### config.mk
export PLATFORM = sky130hd
export DESIGN_NAME = hazard_unit
export DESIGN_NICKNAME = d
export VERILOG_FILES = /design/src/rtl/cpu_types_pkg.sv /design/src/rtl/sat_counter.sv /design/src/rtl/hazard_unit.sv
export SDC_FILE = /design/constraint.sdc
export NUM_CORES = 1
export LEC_CHECK = 0
export ABC_CLOCK_PERIOD_IN_PS = 1900
export BUFFER_PORTS_ARGS = -buffer_cell sky130_fd_sc_hd__buf_2
export CAP_MARGIN = 20
export CORE_MARGIN = 5
export CORE_UTILIZATION = 41
export CTS_CLUSTER_SIZE = 8
export DETAILED_ROUTE_END_ITERATION = 8
export GPL_TIMING_DRIVEN = 1
export HOLD_SLACK_MARGIN = 0.05
export PLACE_DENSITY = 0.78
export SLEW_MARGIN = 15
export SYNTH_ARGS = -nofsm -noshare
export SYNTH_HDL_FRONTEND = slang
export SYNTH_HIERARCHICAL = 1
export SYNTH_SLANG_ARGS = --single-unit
### constraint.sdc
create_clock -name CLK -period 1.9 [get_ports CLK]
set_input_delay 0.095 -clock CLK [delete_from_list [all_inputs] [get_ports CLK]]
set_output_delay 0.095 -clock CLK [all_outputs]
set_load 0.05 [all_outputs]
### src/rtl/cpu_types_pkg.sv
// Shared CPU datapath types: instruction fields, opcodes and hazard-control FSM states.
package cpu_types_pkg;

    typedef logic [31:0] word_t;
    typedef logic [4:0]  regbits_t;

    typedef enum logic [5:0] {
        RTYPE = 6'b000000,
        BEQ   = 6'b000100,
        BNE   = 6'b000101,
        LW    = 6'b100011,
        SW    = 6'b101011,
        LL    = 6'b110000,
        SC    = 6'b111000,
        HALT  = 6'b111111
    } opcode_t;

    typedef enum logic {
        RUN    = 1'b0,
        HALTED = 1'b1
    } hazard_state_t;

    function automatic logic [5:0] op_of(input word_t instr);
        return instr[31:26];
    endfunction

    function automatic regbits_t rs_of(input word_t instr);
        return instr[25:21];
    endfunction

    function automatic regbits_t rt_of(input word_t instr);
        return instr[20:16];
    endfunction

endpackage

### src/rtl/sat_counter.sv
// Saturating up-counter with synchronous clear and asynchronous active-high reset.
module sat_counter #(
    parameter int W = 16
) (
    input  logic         CLK,
    input  logic         RST,
    input  logic         inc,
    input  logic         clear,
    output logic [W-1:0] count
);
    logic [W-1:0] r_count;

    always_ff @(posedge CLK or posedge RST) begin
        if (RST) begin
            r_count <= '0;
        end else if (clear) begin
            r_count <= '0;
        end else if (inc && (r_count != '1)) begin
            r_count <= r_count + 1'b1;
        end
    end

    assign count = r_count;
endmodule

### src/rtl/hazard_unit.sv
// Pipeline stall/flush control: dmem wait, taken branch, load-use, imem wait and halt,
// with saturating stall/flush event counters.
module hazard_unit
    import cpu_types_pkg::*;
#(
    parameter int CNT_W = 16
) (
    input  logic             CLK,
    input  logic             RST,
    input  logic             ihit,
    input  logic             dhit,
    input  word_t            ifid_instr,
    input  word_t            idex_instr,
    input  logic             exmem_dREN,
    input  logic             exmem_dWEN,
    input  logic             exmem_pcsrc,
    input  logic             exmem_halt,
    output logic             pc_en,
    output logic             ifid_en,
    output logic             idex_en,
    output logic             exmem_en,
    output logic             memwb_en,
    output logic             ifid_flush,
    output logic             idex_flush,
    output logic             exmem_flush,
    output logic             halted,
    output logic [CNT_W-1:0] stall_cnt,
    output logic [CNT_W-1:0] flush_cnt
);
    hazard_state_t r_state, w_state_next;

    logic w_dwait;
    logic w_ifid_uses_rt;
    logic w_idex_is_load;
    logic w_load_use;
    logic w_stall_inc;
    logic w_flush_inc;
    logic w_unused;

    assign w_dwait        = (exmem_dREN | exmem_dWEN) & ~dhit;
    assign w_ifid_uses_rt = op_of(ifid_instr) inside {RTYPE, SW, SC, BEQ, BNE};
    assign w_idex_is_load = op_of(idex_instr) inside {LW, LL};
    assign w_load_use     = w_idex_is_load && (rt_of(idex_instr) != '0) &&
                            ((rt_of(idex_instr) == rs_of(ifid_instr)) ||
                             (w_ifid_uses_rt && (rt_of(idex_instr) == rt_of(ifid_instr))));
    assign w_unused       = ^{ifid_instr[15:0], idex_instr[25:21], idex_instr[15:0]};

    always_ff @(posedge CLK or posedge RST) begin
        if (RST) begin
            r_state <= RUN;
        end else begin
            r_state <= w_state_next;
        end
    end

    always_comb begin
        w_state_next = r_state;
        pc_en        = 1'b0;
        ifid_en      = 1'b0;
        idex_en      = 1'b0;
        exmem_en     = 1'b0;
        memwb_en     = 1'b0;
        ifid_flush   = 1'b0;
        idex_flush   = 1'b0;
        exmem_flush  = 1'b0;
        halted       = 1'b0;
        w_stall_inc  = 1'b0;
        w_flush_inc  = 1'b0;
        // Gating on RST keeps every output low for the whole reset pulse, not just after the edge.
        if (!RST) begin
            case (r_state)
                RUN: begin
                    if (exmem_halt && !w_dwait) w_state_next = HALTED;
                    if (w_dwait) begin
                        w_stall_inc = 1'b1;
                    end else if (exmem_pcsrc) begin
                        pc_en       = 1'b1;
                        ifid_flush  = 1'b1;
                        idex_flush  = 1'b1;
                        exmem_flush = 1'b1;
                        memwb_en    = 1'b1;
                        w_flush_inc = 1'b1;
                    end else if (w_load_use) begin
                        idex_flush  = 1'b1;
                        exmem_en    = 1'b1;
                        memwb_en    = 1'b1;
                        w_stall_inc = 1'b1;
                    end else if (!ihit) begin
                        ifid_flush  = 1'b1;
                        idex_en     = 1'b1;
                        exmem_en    = 1'b1;
                        memwb_en    = 1'b1;
                        w_stall_inc = 1'b1;
                    end else begin
                        pc_en    = 1'b1;
                        ifid_en  = 1'b1;
                        idex_en  = 1'b1;
                        exmem_en = 1'b1;
                        memwb_en = 1'b1;
                    end
                end
                HALTED: begin
                    halted = 1'b1;
                end
                default: begin
                    w_state_next = RUN;
                end
            endcase
        end
    end

    sat_counter #(.W(CNT_W)) u_stall_cnt (
        .CLK   (CLK),
        .RST   (RST),
        .inc   (w_stall_inc),
        .clear (1'b0),
        .count (stall_cnt)
    );

    sat_counter #(.W(CNT_W)) u_flush_cnt (
        .CLK   (CLK),
        .RST   (RST),
        .inc   (w_flush_inc),
        .clear (1'b0),
        .count (flush_cnt)
    );
endmodule

==> qor.yml <==
cts:
  clk_pin_slew_ps: 70
  clockBufferDepth: 2
  htreeDepth: 2
  tritoncts: "built"
  clock_latency_ps: 290
  cts_buffers: 5
  cts.sinks: 33
  root_buffer: "clkbuf_8"
pwr:
  power_uw: 1450
  power_leakage_uw: 0.00143
  p_per_area_nw_per_um2: 441
  pwr-share-seq_pct: 48.5
  combPwrFrac_pct: 10.1
  pwr-share-clk_pct: 41.3
  internal_power_uw: 1090
  ir_drop_mv: 0.288
  swShare_pct: 24.4
  p_sw_uw: 352
global_routing:
  antenna_found_initial: 0
  grt_max_degree: 20
  gr-total-overflow: 0
  track_usage_pct: 19.5
  grt_first_pass_wirelength_mm: 11.4
  grt_pass1_vias: 2455
synth:
  yosysMostFrequentCell: "dfrtp_1"
  yosysSeqAreaShare_pct: 37.5
  avgSynthCellArea_um2: 8.64
  ys_seq_elements: 33
  synth_area_um2: 2200
  yosysWarnings: 6
  synth.area.top_cells: "dfrtp_1 (38%), a21oi_1 (5.9%), or4_1 (4.1%)"
  synth_top_area_cell: "dfrtp_1"
  synth_cell_type_count: 43
  synthTopCellsByCount: "dfrtp_1 (33), a21oi_1 (26), nand2_1 (15), nand3_1 (15), nor2_1 (14)"
  syn_inst: 255
  async_flop_share_pct: 100
  synth_flop_cell: "dfrtp_1"
  synth-edff-count: 0
  synth_top_area_share_pct: 37.5
final_layout:
  fin_nets: 441
  n_antenna_cell: 0
  fin_util_pct: 63.5
  drive_gt1_share_pct: 50.5
  final_cell_area_um2: 3280
  fillers: 401
  synthToLayoutAreaGrowth_pct: 49.1
floorplanning:
  die_h_um: 83.3
  core.rowCount: 26
  start_util_pct: 42.6
  io_pins: 113
  dieArea_um2: 6940
  coreArea_um2: 5170
  die_x_um: 83.3
routing:
  wire_per_inst_um: 16.4
  drt_wl_total_mm: 7.19
  postRouteAntennaNets: 0
  drc: 0
  drt-initial-drc-count: 227
  vias_per_cell: 5.90
  first_pass_iters: 4
  vias: 2584
timing:
  fmax_mhz: 483
  finClkSkew_ps: 2.00
  post-route-min-period_ps: 2070
  setup_violations: 10
  hold_viol: 0
  fin_crit_sh_pct: 109
  fin_ws_ps: -172
  worstMarginPinSlew_ps: 720
  grt_setup_unrepaired: "yes"
  maxSlewViolCount: 0
  slew_headroom_pct: 51.7
worst_setup_path:
  crit_type: "in -> reg"
  crit_arrival_ps: 2290
  cp.required_ps: 2120
  start_kind: "primary input"
  endpoint_kind: "flop"
  path_max_fanout: 3
status:
  violations: "setup timing"
  status: "finished with violations"
placed_design:
  post_dp_cell_area_um2: 2930
  numPortBuffers: 75
  gp_congestion: 0.864
  dpl.hpwl_mm: 5.00
worst_hold_path:
  hold_class: "in -> reg"
job:
  max_cap_violations: 0
==> power groups by stage <==
stage          clock network, uW  registers [uW]  logic, uW
5_1_grt                      648             701        164
3_3_place_gp                   0             716        123
2_1_floorplan                  0             716       64.5
3_5_place_dp                   0             716        127
4_1_cts                      610             702        137
6_report                     598             702        147
==> worst max-delay path, cell delays in order <==
cell and delay [ps]:
buf_8 110, xor2_2 170, a211oi_2 190, nand4_1 150
a211oi_2 230, o21a_2 210, buf_6 120, nand3_1 100
or4_4 440, or3_4 340, a21oi_2 130
==> cell type report <==
type / count / area [um2] / share of cell area (%)
multi-input combinational: 206 / 1530 / 46.6
sequential: 33 / 845 / 25.7
timing repair buffer: 112 / 686 / 20.9
clock buffer: 7 / 96.3 / 2.93
tap: 70 / 87.6 / 2.67
inverter: 9 / 33.8 / 1.03
clock inverter: 1 / 5.00 / 0.152
==> worst paths after layout <==
check | from | endpoint | slack (ps) | depth (start not counted)
worst max register to register | r_state | u_flush_cnt/count[13] | -50 | 7
worst max-delay path | idex_instr[18] | u_stall_cnt/count[12] | -170 | 11
min in group asynchronous | RST | r_state | 300 | 3
max in group asynchronous | RST | u_flush_cnt/count[11] | 900 | 3
worst min register to register | u_stall_cnt/count[14] | u_stall_cnt/count[14] | 590 | 2
worst min-delay path | dhit | r_state | 230 | 3
==> timing repair <==
action | CTS | global route
hold endpoints to repair | 34 | 0
endpoints found under the setup margin | 17 | 23
setup buffers | 2 | 2
gates resized for setup | 18 | 31
pin swaps | 10 | 9
hold buffers | 2 | 0
==> metal layers <==
| layer | share of wire [%] | GRT usage [%] |
|---|---|---|
| met1 | 39 | 23.7 |
| met2 | 50 | 32.9 |
| met3 | 7.1 | 3.96 |
| met4 | 3.2 | 9.51 |
| met5 | 0 | 0 |
==> state kept, by name (all words and copies together), names as in the netlist <==
signal / flops
u_flush_cnt/count: 16
u_stall_cnt/count: 16
r_state: 1
==> cells by family after synthesis <==
logic type                 count (synthesis)  synth area share, %
AOI/OAI and AO/OA                         65                 18.2
and+or+nand+nor                          121                 32.6
adders and majority gates                  2                 1.14
DFF                                       33                 37.5
xor gates and xnor gates                  10                 3.98
muxes                                      6                 2.95
buffers and inverters                     17                 3.41
other                                      1                0.170
==> per-stage QoR <==
| step | instances | worst slack (ps) | hold WS [ps] | TNS (ps) |
|---|---|---|---|---|
| 3_3_place_gp | 425 | -466 | -4.01 | -4780 |
| 2_1_floorplan | 256 | -412 | -168 | -2740 |
| 5_1_grt | 438 | -266 | 258 | -1700 |
| 6_report | 438 | -172 | 230 | -498 |
| 4_1_cts | 437 | -161 | 227 | -540 |
| 3_5_place_dp | 425 | -561 | -2.81 | -6380 |
==> layout by cell type, fill, tap and decap left out, types with 3 or more instances in the layout <==
master / Yosys / routed
nor2_1: 14 / 12
inv_1: 9 / 9
o41ai_1: 4 / 4
mux2_2: 4 / 3
dfrtp_2: 0 / 15
buf_2: 0 / 73
o31ai_1: 10 / 8
nand2b_1: 7 / 6
a21oi_1: 26 / 16
or4_4: 2 / 9
buf_6: 0 / 4
a21oi_2: 0 / 10
xnor2_1: 5 / 4
xor2_1: 5 / 3
nand2_1: 15 / 12
o21ai_0: 13 / 12
or3_1: 13 / 11
nand4_1: 10 / 10
clkbuf_8: 0 / 7
nand3_1: 15 / 11
or4_1: 12 / 6
buf_4: 1 / 32
dfrtp_1: 33 / 18
nor3_1: 11 / 10
nor4_1: 6 / 4
nor2b_1: 7 / 5
Note: power is estimated with default switching activity, not from simulation.
